**src/rtl/bus_fabric_if.sv**
```systemverilog
// Shared-bus signal bundle: four masters, the forwarded slave bus, eight
// slave chip-selects/read paths and the broadcast read-return path.
interface bus_fabric_if #(
  parameter int ADDR_W = 30,
  parameter int DATA_W = 32
);
  // master side
  logic              m0Req_, m1Req_, m2Req_, m3Req_;
  logic              m0Grnt_, m1Grnt_, m2Grnt_, m3Grnt_;
  logic [ADDR_W-1:0] m0Addr, m1Addr, m2Addr, m3Addr;
  logic              m0As_, m1As_, m2As_, m3As_;
  logic              m0RW, m1RW, m2RW, m3RW;
  logic [DATA_W-1:0] m0Data, m1Data, m2Data, m3Data;
  // shared slave bus
  logic [ADDR_W-1:0] sAddr;
  logic              sAs_;
  logic              sRW;
  logic [DATA_W-1:0] sData;
  logic              s0CS_, s1CS_, s2CS_, s3CS_, s4CS_, s5CS_, s6CS_, s7CS_;
  logic [DATA_W-1:0] s0RdData, s1RdData, s2RdData, s3RdData;
  logic [DATA_W-1:0] s4RdData, s5RdData, s6RdData, s7RdData;
  logic              s0Rdy_, s1Rdy_, s2Rdy_, s3Rdy_, s4Rdy_, s5Rdy_, s6Rdy_, s7Rdy_;
  // read return broadcast
  logic [DATA_W-1:0] mRdData;
  logic              mRdy_;

  // The fabric's view: it owns the shared slave bus and returns grants/read data.
  modport master (
    input  m0Req_, m1Req_, m2Req_, m3Req_,
    input  m0Addr, m1Addr, m2Addr, m3Addr,
    input  m0As_, m1As_, m2As_, m3As_,
    input  m0RW, m1RW, m2RW, m3RW,
    input  m0Data, m1Data, m2Data, m3Data,
    input  s0RdData, s1RdData, s2RdData, s3RdData,
    input  s4RdData, s5RdData, s6RdData, s7RdData,
    input  s0Rdy_, s1Rdy_, s2Rdy_, s3Rdy_, s4Rdy_, s5Rdy_, s6Rdy_, s7Rdy_,
    output m0Grnt_, m1Grnt_, m2Grnt_, m3Grnt_,
    output sAddr, sAs_, sRW, sData,
    output s0CS_, s1CS_, s2CS_, s3CS_, s4CS_, s5CS_, s6CS_, s7CS_,
    output mRdData, mRdy_
  );

  // The environment's view: bus masters and slaves attached to the fabric.
  modport slave (
    output m0Req_, m1Req_, m2Req_, m3Req_,
    output m0Addr, m1Addr, m2Addr, m3Addr,
    output m0As_, m1As_, m2As_, m3As_,
    output m0RW, m1RW, m2RW, m3RW,
    output m0Data, m1Data, m2Data, m3Data,
    output s0RdData, s1RdData, s2RdData, s3RdData,
    output s4RdData, s5RdData, s6RdData, s7RdData,
    output s0Rdy_, s1Rdy_, s2Rdy_, s3Rdy_, s4Rdy_, s5Rdy_, s6Rdy_, s7Rdy_,
    input  m0Grnt_, m1Grnt_, m2Grnt_, m3Grnt_,
    input  sAddr, sAs_, sRW, sData,
    input  s0CS_, s1CS_, s2CS_, s3CS_, s4CS_, s5CS_, s6CS_, s7CS_,
    input  mRdData, mRdy_
  );
endinterface

```
**src/rtl/bus_fabric.sv**
```systemverilog
// Four-master round-robin shared-bus interconnect with eight-way slave decode.
// The 2-bit owner register is the only state; everything else is combinational.
module bus_fabric #(
  parameter int ADDR_W = 30,
  parameter int DATA_W = 32,
  parameter int SEL_W  = 3
) (
  input  logic         clk,
  input  logic         reset_,
  bus_fabric_if.master bus
);

  logic [1:0]        owner_q, owner_d;
  logic [1:0]        scan_idx;
  logic              scan_found;
  logic [3:0]        req;
  logic [3:0]        grant_n;
  logic [ADDR_W-1:0] m_addr [4];
  logic              m_as_n [4];
  logic              m_rw   [4];
  logic [DATA_W-1:0] m_data [4];
  logic [DATA_W-1:0] s_rd   [8];
  logic [7:0]        s_rdy_n;
  logic [SEL_W-1:0]  sel;
  logic [7:0]        cs_n;

  // Gather the named interface signals into indexable arrays (requests active high).
  assign req     = ~{bus.m3Req_, bus.m2Req_, bus.m1Req_, bus.m0Req_};
  assign m_addr  = '{bus.m0Addr, bus.m1Addr, bus.m2Addr, bus.m3Addr};
  assign m_as_n  = '{bus.m0As_, bus.m1As_, bus.m2As_, bus.m3As_};
  assign m_rw    = '{bus.m0RW, bus.m1RW, bus.m2RW, bus.m3RW};
  assign m_data  = '{bus.m0Data, bus.m1Data, bus.m2Data, bus.m3Data};
  assign s_rd    = '{bus.s0RdData, bus.s1RdData, bus.s2RdData, bus.s3RdData,
                     bus.s4RdData, bus.s5RdData, bus.s6RdData, bus.s7RdData};
  assign s_rdy_n = {bus.s7Rdy_, bus.s6Rdy_, bus.s5Rdy_, bus.s4Rdy_,
                    bus.s3Rdy_, bus.s2Rdy_, bus.s1Rdy_, bus.s0Rdy_};

  // Owner register; reset parks ownership on master 0.
  always_ff @(posedge clk) begin
    if (reset_) begin
      owner_q <= 2'd0;
    end else begin
      owner_q <= owner_d;
    end
  end

  // Next owner: hold while the owner requests, otherwise first requester after it.
  always_comb begin
    owner_d    = owner_q;
    scan_idx   = 2'd0;
    scan_found = 1'b0;
    if (!req[owner_q]) begin
      for (int k = 1; k < 4; k++) begin
        scan_idx = owner_q + 2'(k);
        if (req[scan_idx] && !scan_found) begin
          owner_d    = scan_idx;
          scan_found = 1'b1;
        end
      end
    end
  end

  // One-cold grants decoded from the owner.
  for (genvar gi = 0; gi < 4; gi++) begin : g_grant
    assign grant_n[gi] = (owner_q != 2'(gi));
  end

  // Output drive: grants, owner-to-slave-bus mux, chip-select decode, read return.
  always_comb begin
    bus.m0Grnt_ = grant_n[0];
    bus.m1Grnt_ = grant_n[1];
    bus.m2Grnt_ = grant_n[2];
    bus.m3Grnt_ = grant_n[3];

    bus.sAddr = m_addr[owner_q];
    bus.sAs_  = m_as_n[owner_q];
    bus.sRW   = m_rw[owner_q];
    bus.sData = m_data[owner_q];

    // Decode does not look at sAs_; slaves qualify CS_ with the strobe.
    sel  = m_addr[owner_q][ADDR_W-1 -: SEL_W];
    cs_n = 8'hFF;
    for (int k = 0; k < 8; k++) begin
      if (sel == SEL_W'(k)) cs_n[k] = 1'b0;
    end
    bus.s0CS_ = cs_n[0];
    bus.s1CS_ = cs_n[1];
    bus.s2CS_ = cs_n[2];
    bus.s3CS_ = cs_n[3];
    bus.s4CS_ = cs_n[4];
    bus.s5CS_ = cs_n[5];
    bus.s6CS_ = cs_n[6];
    bus.s7CS_ = cs_n[7];

    // Only the selected slave reaches the masters; idle bus value if none selected.
    bus.mRdData = '0;
    bus.mRdy_   = 1'b1;
    for (int k = 0; k < 8; k++) begin
      if (!cs_n[k]) begin
        bus.mRdData = s_rd[k];
        bus.mRdy_   = s_rdy_n[k];
      end
    end
  end

endmodule

```
**src/flat_wrapper.sv**
```systemverilog
// flat-port wrapper written by rule: the top's interface ports become plain ports
module bus_fabric_flat 
#(
  parameter int ADDR_W = 30,
  parameter int DATA_W = 32,
  parameter int SEL_W  = 3
)
  (clk, reset_, bus_m0Req_, bus_m1Req_, bus_m2Req_, bus_m3Req_, bus_m0Addr, bus_m1Addr, bus_m2Addr, bus_m3Addr, bus_m0As_, bus_m1As_, bus_m2As_, bus_m3As_, bus_m0RW, bus_m1RW, bus_m2RW, bus_m3RW, bus_m0Data, bus_m1Data, bus_m2Data, bus_m3Data, bus_s0RdData, bus_s1RdData, bus_s2RdData, bus_s3RdData, bus_s4RdData, bus_s5RdData, bus_s6RdData, bus_s7RdData, bus_s0Rdy_, bus_s1Rdy_, bus_s2Rdy_, bus_s3Rdy_, bus_s4Rdy_, bus_s5Rdy_, bus_s6Rdy_, bus_s7Rdy_, bus_m0Grnt_, bus_m1Grnt_, bus_m2Grnt_, bus_m3Grnt_, bus_sAddr, bus_sAs_, bus_sRW, bus_sData, bus_s0CS_, bus_s1CS_, bus_s2CS_, bus_s3CS_, bus_s4CS_, bus_s5CS_, bus_s6CS_, bus_s7CS_, bus_mRdData, bus_mRdy_);
  bus_fabric_if #(.ADDR_W(ADDR_W), .DATA_W(DATA_W)) bus_i ();
  input  logic clk;
  input  logic reset_;
  input wire logic [$bits(bus_i.m0Req_)-1:0] bus_m0Req_;
  input wire logic [$bits(bus_i.m1Req_)-1:0] bus_m1Req_;
  input wire logic [$bits(bus_i.m2Req_)-1:0] bus_m2Req_;
  input wire logic [$bits(bus_i.m3Req_)-1:0] bus_m3Req_;
  input wire logic [$bits(bus_i.m0Addr)-1:0] bus_m0Addr;
  input wire logic [$bits(bus_i.m1Addr)-1:0] bus_m1Addr;
  input wire logic [$bits(bus_i.m2Addr)-1:0] bus_m2Addr;
  input wire logic [$bits(bus_i.m3Addr)-1:0] bus_m3Addr;
  input wire logic [$bits(bus_i.m0As_)-1:0] bus_m0As_;
  input wire logic [$bits(bus_i.m1As_)-1:0] bus_m1As_;
  input wire logic [$bits(bus_i.m2As_)-1:0] bus_m2As_;
  input wire logic [$bits(bus_i.m3As_)-1:0] bus_m3As_;
  input wire logic [$bits(bus_i.m0RW)-1:0] bus_m0RW;
  input wire logic [$bits(bus_i.m1RW)-1:0] bus_m1RW;
  input wire logic [$bits(bus_i.m2RW)-1:0] bus_m2RW;
  input wire logic [$bits(bus_i.m3RW)-1:0] bus_m3RW;
  input wire logic [$bits(bus_i.m0Data)-1:0] bus_m0Data;
  input wire logic [$bits(bus_i.m1Data)-1:0] bus_m1Data;
  input wire logic [$bits(bus_i.m2Data)-1:0] bus_m2Data;
  input wire logic [$bits(bus_i.m3Data)-1:0] bus_m3Data;
  input wire logic [$bits(bus_i.s0RdData)-1:0] bus_s0RdData;
  input wire logic [$bits(bus_i.s1RdData)-1:0] bus_s1RdData;
  input wire logic [$bits(bus_i.s2RdData)-1:0] bus_s2RdData;
  input wire logic [$bits(bus_i.s3RdData)-1:0] bus_s3RdData;
  input wire logic [$bits(bus_i.s4RdData)-1:0] bus_s4RdData;
  input wire logic [$bits(bus_i.s5RdData)-1:0] bus_s5RdData;
  input wire logic [$bits(bus_i.s6RdData)-1:0] bus_s6RdData;
  input wire logic [$bits(bus_i.s7RdData)-1:0] bus_s7RdData;
  input wire logic [$bits(bus_i.s0Rdy_)-1:0] bus_s0Rdy_;
  input wire logic [$bits(bus_i.s1Rdy_)-1:0] bus_s1Rdy_;
  input wire logic [$bits(bus_i.s2Rdy_)-1:0] bus_s2Rdy_;
  input wire logic [$bits(bus_i.s3Rdy_)-1:0] bus_s3Rdy_;
  input wire logic [$bits(bus_i.s4Rdy_)-1:0] bus_s4Rdy_;
  input wire logic [$bits(bus_i.s5Rdy_)-1:0] bus_s5Rdy_;
  input wire logic [$bits(bus_i.s6Rdy_)-1:0] bus_s6Rdy_;
  input wire logic [$bits(bus_i.s7Rdy_)-1:0] bus_s7Rdy_;
  output wire logic [$bits(bus_i.m0Grnt_)-1:0] bus_m0Grnt_;
  output wire logic [$bits(bus_i.m1Grnt_)-1:0] bus_m1Grnt_;
  output wire logic [$bits(bus_i.m2Grnt_)-1:0] bus_m2Grnt_;
  output wire logic [$bits(bus_i.m3Grnt_)-1:0] bus_m3Grnt_;
  output wire logic [$bits(bus_i.sAddr)-1:0] bus_sAddr;
  output wire logic [$bits(bus_i.sAs_)-1:0] bus_sAs_;
  output wire logic [$bits(bus_i.sRW)-1:0] bus_sRW;
  output wire logic [$bits(bus_i.sData)-1:0] bus_sData;
  output wire logic [$bits(bus_i.s0CS_)-1:0] bus_s0CS_;
  output wire logic [$bits(bus_i.s1CS_)-1:0] bus_s1CS_;
  output wire logic [$bits(bus_i.s2CS_)-1:0] bus_s2CS_;
  output wire logic [$bits(bus_i.s3CS_)-1:0] bus_s3CS_;
  output wire logic [$bits(bus_i.s4CS_)-1:0] bus_s4CS_;
  output wire logic [$bits(bus_i.s5CS_)-1:0] bus_s5CS_;
  output wire logic [$bits(bus_i.s6CS_)-1:0] bus_s6CS_;
  output wire logic [$bits(bus_i.s7CS_)-1:0] bus_s7CS_;
  output wire logic [$bits(bus_i.mRdData)-1:0] bus_mRdData;
  output wire logic [$bits(bus_i.mRdy_)-1:0] bus_mRdy_;
  assign bus_i.m0Req_ = bus_m0Req_;
  assign bus_i.m1Req_ = bus_m1Req_;
  assign bus_i.m2Req_ = bus_m2Req_;
  assign bus_i.m3Req_ = bus_m3Req_;
  assign bus_i.m0Addr = bus_m0Addr;
  assign bus_i.m1Addr = bus_m1Addr;
  assign bus_i.m2Addr = bus_m2Addr;
  assign bus_i.m3Addr = bus_m3Addr;
  assign bus_i.m0As_ = bus_m0As_;
  assign bus_i.m1As_ = bus_m1As_;
  assign bus_i.m2As_ = bus_m2As_;
  assign bus_i.m3As_ = bus_m3As_;
  assign bus_i.m0RW = bus_m0RW;
  assign bus_i.m1RW = bus_m1RW;
  assign bus_i.m2RW = bus_m2RW;
  assign bus_i.m3RW = bus_m3RW;
  assign bus_i.m0Data = bus_m0Data;
  assign bus_i.m1Data = bus_m1Data;
  assign bus_i.m2Data = bus_m2Data;
  assign bus_i.m3Data = bus_m3Data;
  assign bus_i.s0RdData = bus_s0RdData;
  assign bus_i.s1RdData = bus_s1RdData;
  assign bus_i.s2RdData = bus_s2RdData;
  assign bus_i.s3RdData = bus_s3RdData;
  assign bus_i.s4RdData = bus_s4RdData;
  assign bus_i.s5RdData = bus_s5RdData;
  assign bus_i.s6RdData = bus_s6RdData;
  assign bus_i.s7RdData = bus_s7RdData;
  assign bus_i.s0Rdy_ = bus_s0Rdy_;
  assign bus_i.s1Rdy_ = bus_s1Rdy_;
  assign bus_i.s2Rdy_ = bus_s2Rdy_;
  assign bus_i.s3Rdy_ = bus_s3Rdy_;
  assign bus_i.s4Rdy_ = bus_s4Rdy_;
  assign bus_i.s5Rdy_ = bus_s5Rdy_;
  assign bus_i.s6Rdy_ = bus_s6Rdy_;
  assign bus_i.s7Rdy_ = bus_s7Rdy_;
  assign bus_m0Grnt_ = bus_i.m0Grnt_;
  assign bus_m1Grnt_ = bus_i.m1Grnt_;
  assign bus_m2Grnt_ = bus_i.m2Grnt_;
  assign bus_m3Grnt_ = bus_i.m3Grnt_;
  assign bus_sAddr = bus_i.sAddr;
  assign bus_sAs_ = bus_i.sAs_;
  assign bus_sRW = bus_i.sRW;
  assign bus_sData = bus_i.sData;
  assign bus_s0CS_ = bus_i.s0CS_;
  assign bus_s1CS_ = bus_i.s1CS_;
  assign bus_s2CS_ = bus_i.s2CS_;
  assign bus_s3CS_ = bus_i.s3CS_;
  assign bus_s4CS_ = bus_i.s4CS_;
  assign bus_s5CS_ = bus_i.s5CS_;
  assign bus_s6CS_ = bus_i.s6CS_;
  assign bus_s7CS_ = bus_i.s7CS_;
  assign bus_mRdData = bus_i.mRdData;
  assign bus_mRdy_ = bus_i.mRdy_;
  bus_fabric #(.ADDR_W(ADDR_W), .DATA_W(DATA_W), .SEL_W(SEL_W)) u_core (.clk(clk), .reset_(reset_), .bus(bus_i));
endmodule
```
**config.mk**
```make
export PLATFORM = sky130hd
export DESIGN_NAME = bus_fabric_flat
export DESIGN_NICKNAME = d
export VERILOG_FILES = /design/src/rtl/bus_fabric_if.sv /design/src/rtl/bus_fabric.sv /design/src/flat_wrapper.sv
export SDC_FILE = /design/constraint.sdc
export NUM_CORES = 1
export LEC_CHECK = 0
export CAP_MARGIN = 20
export CELL_PAD_IN_SITES_DETAIL_PLACEMENT = 2
export CELL_PAD_IN_SITES_GLOBAL_PLACEMENT = 2
export CORE_AREA = 2 2 244 246
export DETAILED_ROUTE_END_ITERATION = 16
export DIE_AREA = 0 0 246 248
export PLACE_DENSITY = 0.7
export SLEW_MARGIN = 20
export SYNTH_ARGS = -nofsm -noshare
export SYNTH_HDL_FRONTEND = slang
export SYNTH_SLANG_ARGS = --single-unit
```
**constraint.sdc**
```tcl
create_clock -name clk -period 2.4 [get_ports clk]
set_clock_uncertainty 0.05 [all_clocks]
set_input_delay 0.48 -clock clk [delete_from_list [all_inputs] [get_ports clk]]
set_output_delay 0.48 -clock clk [all_outputs]
set_load 0.005 [all_outputs]
```
==> results of run 1 <==
==> final timing paths <==
| check | slack, ps | startpoint | endpoint |
|---|---|---|---|
| setup / recovery | -610 | u_core.owner_q[0]$_SDFFE_PP0P_ | bus_mRdData[20] |
| hold / removal | 790 | u_core.owner_q[1]$_SDFFE_PP0P_ | u_core.owner_q[1]$_SDFFE_PP0P_ |
| setup reg to reg | 100 | u_core.owner_q[0]$_SDFFE_PP0P_ | u_core.owner_q[0]$_SDFFE_PP0P_ |
| hold reg to reg | 790 | u_core.owner_q[1]$_SDFFE_PP0P_ | u_core.owner_q[1]$_SDFFE_PP0P_ |
==> synthesized netlist by cell type, types with 3 or more instances <==
cell | instances | share of area
a211oi_1 | 31 | 0.054
nand3_1 | 5 | 0.0058
or2_2 | 3 | 0.0044
nor2_1 | 3 | 0.0026
mux2i_1 | 48 | 0.11
nand2_1 | 3 | 0.0026
buf_4 | 8 | 0.014
mux2_2 | 64 | 0.17
buf_2 | 26 | 0.030
a211oi_2 | 29 | 0.084
ha_1 | 4 | 0.012
o22ai_1 | 30 | 0.044
nor2b_1 | 33 | 0.048
inv_1 | 7 | 0.0061
clkbuf_1 | 13 | 0.011
mux4_2 | 66 | 0.34
buf_6 | 3 | 0.0078
==> where the power goes <==
group / internal, mW / switching (mW)
Combinational: 5.04 / 3.74
Clock: 0.212 / 0.0416
Sequential: 0.0499 / 0.0281
Total: 5.30 / 3.81
==> critical path: stages, from the launching register on <==
cell,delay [ps]
dfxtp_4,360
mux4_4,650
buf_12,180
buf_12,150
buf_16,160
buf_12,130
mux2_4,330
o22ai_4,110
a211oi_2,50
buf_2,130
==> kinds of logic (layout without fill, tap and decap cells) <==
kind of cell	after synthesis	in the layout	share of synthesized area
buffers and inverters	58	768	0.07021
adders and majority gates	4	4	0.01160
DFF	2	2	0.009284
and+or+nand+nor	58	58	0.08239
AOI/OAI and AO/OA	101	101	0.2008
other	0	1	0
muxes	179	179	0.6258
==> what timing repair did <==
action,CTS,global route
cloned,13,2
pin swaps,32,8
setup endpoints to repair,111,107
gates resized for setup,315,28
endpoints found under the hold margin,0,0
buffers inserted,28,17
==> area by class of cell <==
type	count	area, µm²	share of cell area
Timing Repair Buffer	758	7752	0.5824
Antenna cell	1	2.502	0.0001880
Clock buffer	3	75.07	0.005640
Tap cell	773	967.2	0.07266
Inverter	7	26.28	0.001974
Sequential cell	2	47.55	0.003572
Multi-Input combinational cell	342	4441	0.3336
==> metal layers <==
layer  vias to the layer above  global-route usage  wire length [µm]
met3                        24             0.02249              2918
met1                      3418              0.1641             18330
met4                         0             0.01480               453
li1                       3112                   -                 -
met2                       385              0.2767             25100
met5                         -                   0                 0
==> stage by stage <==
stage / instances / util / cell area [µm²] / setup slack [ps]
after floorplan: 402 / - / 4334 / 35.01
after global placement: 1825 / 0.2046 / 11960 / -1363
after detailed placement: 1825 / 0.2046 / 11960 / -1374
after CTS: 1868 / 0.2228 / 13030 / -652.3
after global routing: 1885 / 0.2277 / 13310 / -689.3
final: 1886 / 0.2277 / 13310 / -614.1
==> results.py, run 1 <==
metrics = {
    "clock_network": {
        "cts_tree": "done",
        "path_clk_slew_ps": 30,
        "clockRootBuffer": "clkbuf_16",
        "cts.sinks": 2,
        "cts_made_buffers": 3,
        "clock_latency_ps": 220,
        "cts_buffer_depth": 2,
        "h-tree-depth": 1,
        "ctsHoldBuffers": 0,
    },
    "timing": {
        "slew_headroom": 0.6947,
        "grt_setup_unrepaired": "yes",
        "fmax_ghz": 0.3318,
        "hold_viol_final": 0,
        "finalSetupViolCount": 105,
        "slew_violations": 0,
        "period_share": 1.256,
        "fin_crit_ps": 3014,
        "worstMarginPinSlew_ps": 445.3,
        "fin_ws_ps": -614.1,
        "fin_setup_tns_ps": -39160,
        "hold_ws_ps": 786.6,
    },
    "placement": {
        "gp_congestion": 0.8908,
        "port_buffers": 634,
        "dp.final_hpwl_um": 38340,
    },
    "floorplan": {
        "coreArea_um2": 58460,
        "start_util": 0.07377,
        "io_pins": 635,
        "die_h_um": 248,
        "num_rows": 89,
        "die_area_um2": 61010,
        "die_x_um": 246,
    },
    "power": {
        "peakVddDrop_uv": 238.1,
        "p_leak_nw": 4.804,
        "finalPower_mw": 9.109,
        "power.density_nw_per_um2": 684.3,
    },
    "synthesis": {
        "syn-cell-area_um2": 4313,
        "async_flop_share": 0,
        "synth_nets": 932,
        "synth_cell_types": 36,
        "synth_edf_count": 0,
        "ys_ff_latch": 2,
        "synthCells": 402,
        "syn_avg_cell_area_um2": 10.73,
        "yosysWarnings": 0,
        "synthFlopType": "dfxtp_1",
        "seq_area_frac_synth": 0.009283,
    },
    "finish": {
        "num-fill-cells": 6557,
        "layout-area-overhead-vs-synth_pct": 208.6,
        "biggestRegsByFlops": "u_core.owner_q x2",
        "drive_gt1_frac": 0.3687,
        "fin_nets": 1644,
        "final_cell_mix": "clkdlybuf4s50_1, buf_4, mux4_2",
        "layout_commonest_cell": "clkdlybuf4s50_1",
        "largest_register_ffs": 2,
        "largest_register": "u_core.owner_q",
    },
    "setup_path": {
        "cp_max_fo": 6,
        "cp.arrival_ps": 2480,
        "criticalPathCategory": "reg2out",
        "start_kind": "register",
        "cp-end-kind": "output pin",
        "reg2reg_depth": 7,
        "crit_required_ps": 1870,
    },
    "route": {
        "drcViolationCount": 0,
        "antenna_left": 0,
        "first_pass_iters": 4,
        "via_per_inst": 3.679,
        "vias": 6939,
        "wl_um": 46800,
        "wl_per_cell_um": 24.81,
        "first_iter_violations": 157,
    },
    "hold_path": {
        "min_path_cells": 3,
        "hold_path_class": "reg2reg",
    },
    "global_routing": {
        "grt_pass1_vias": 7937,
        "antenna_found_initial": 3,
        "grt_pass1_wl_um": 61010,
        "grt.overflow.total": 0,
        "groute.usage.overall": 0.1413,
        "grt_max_degree": 47,
    },
    "run_status": {
        "violations": "setup timing",
        "outcome": "finished with violations",
    },
    "flow_run": {
        "maxCapViolCount": 0,
    },
}
Note: power is estimated with default switching activity, not from simulation.
==> run 2, diff against run 1 <==
Settings changed: SLEW_MARGIN 20 to default.
==> results of run 2 <==
Same layout as run 1: the final DEF is identical, and so are final timing and power.
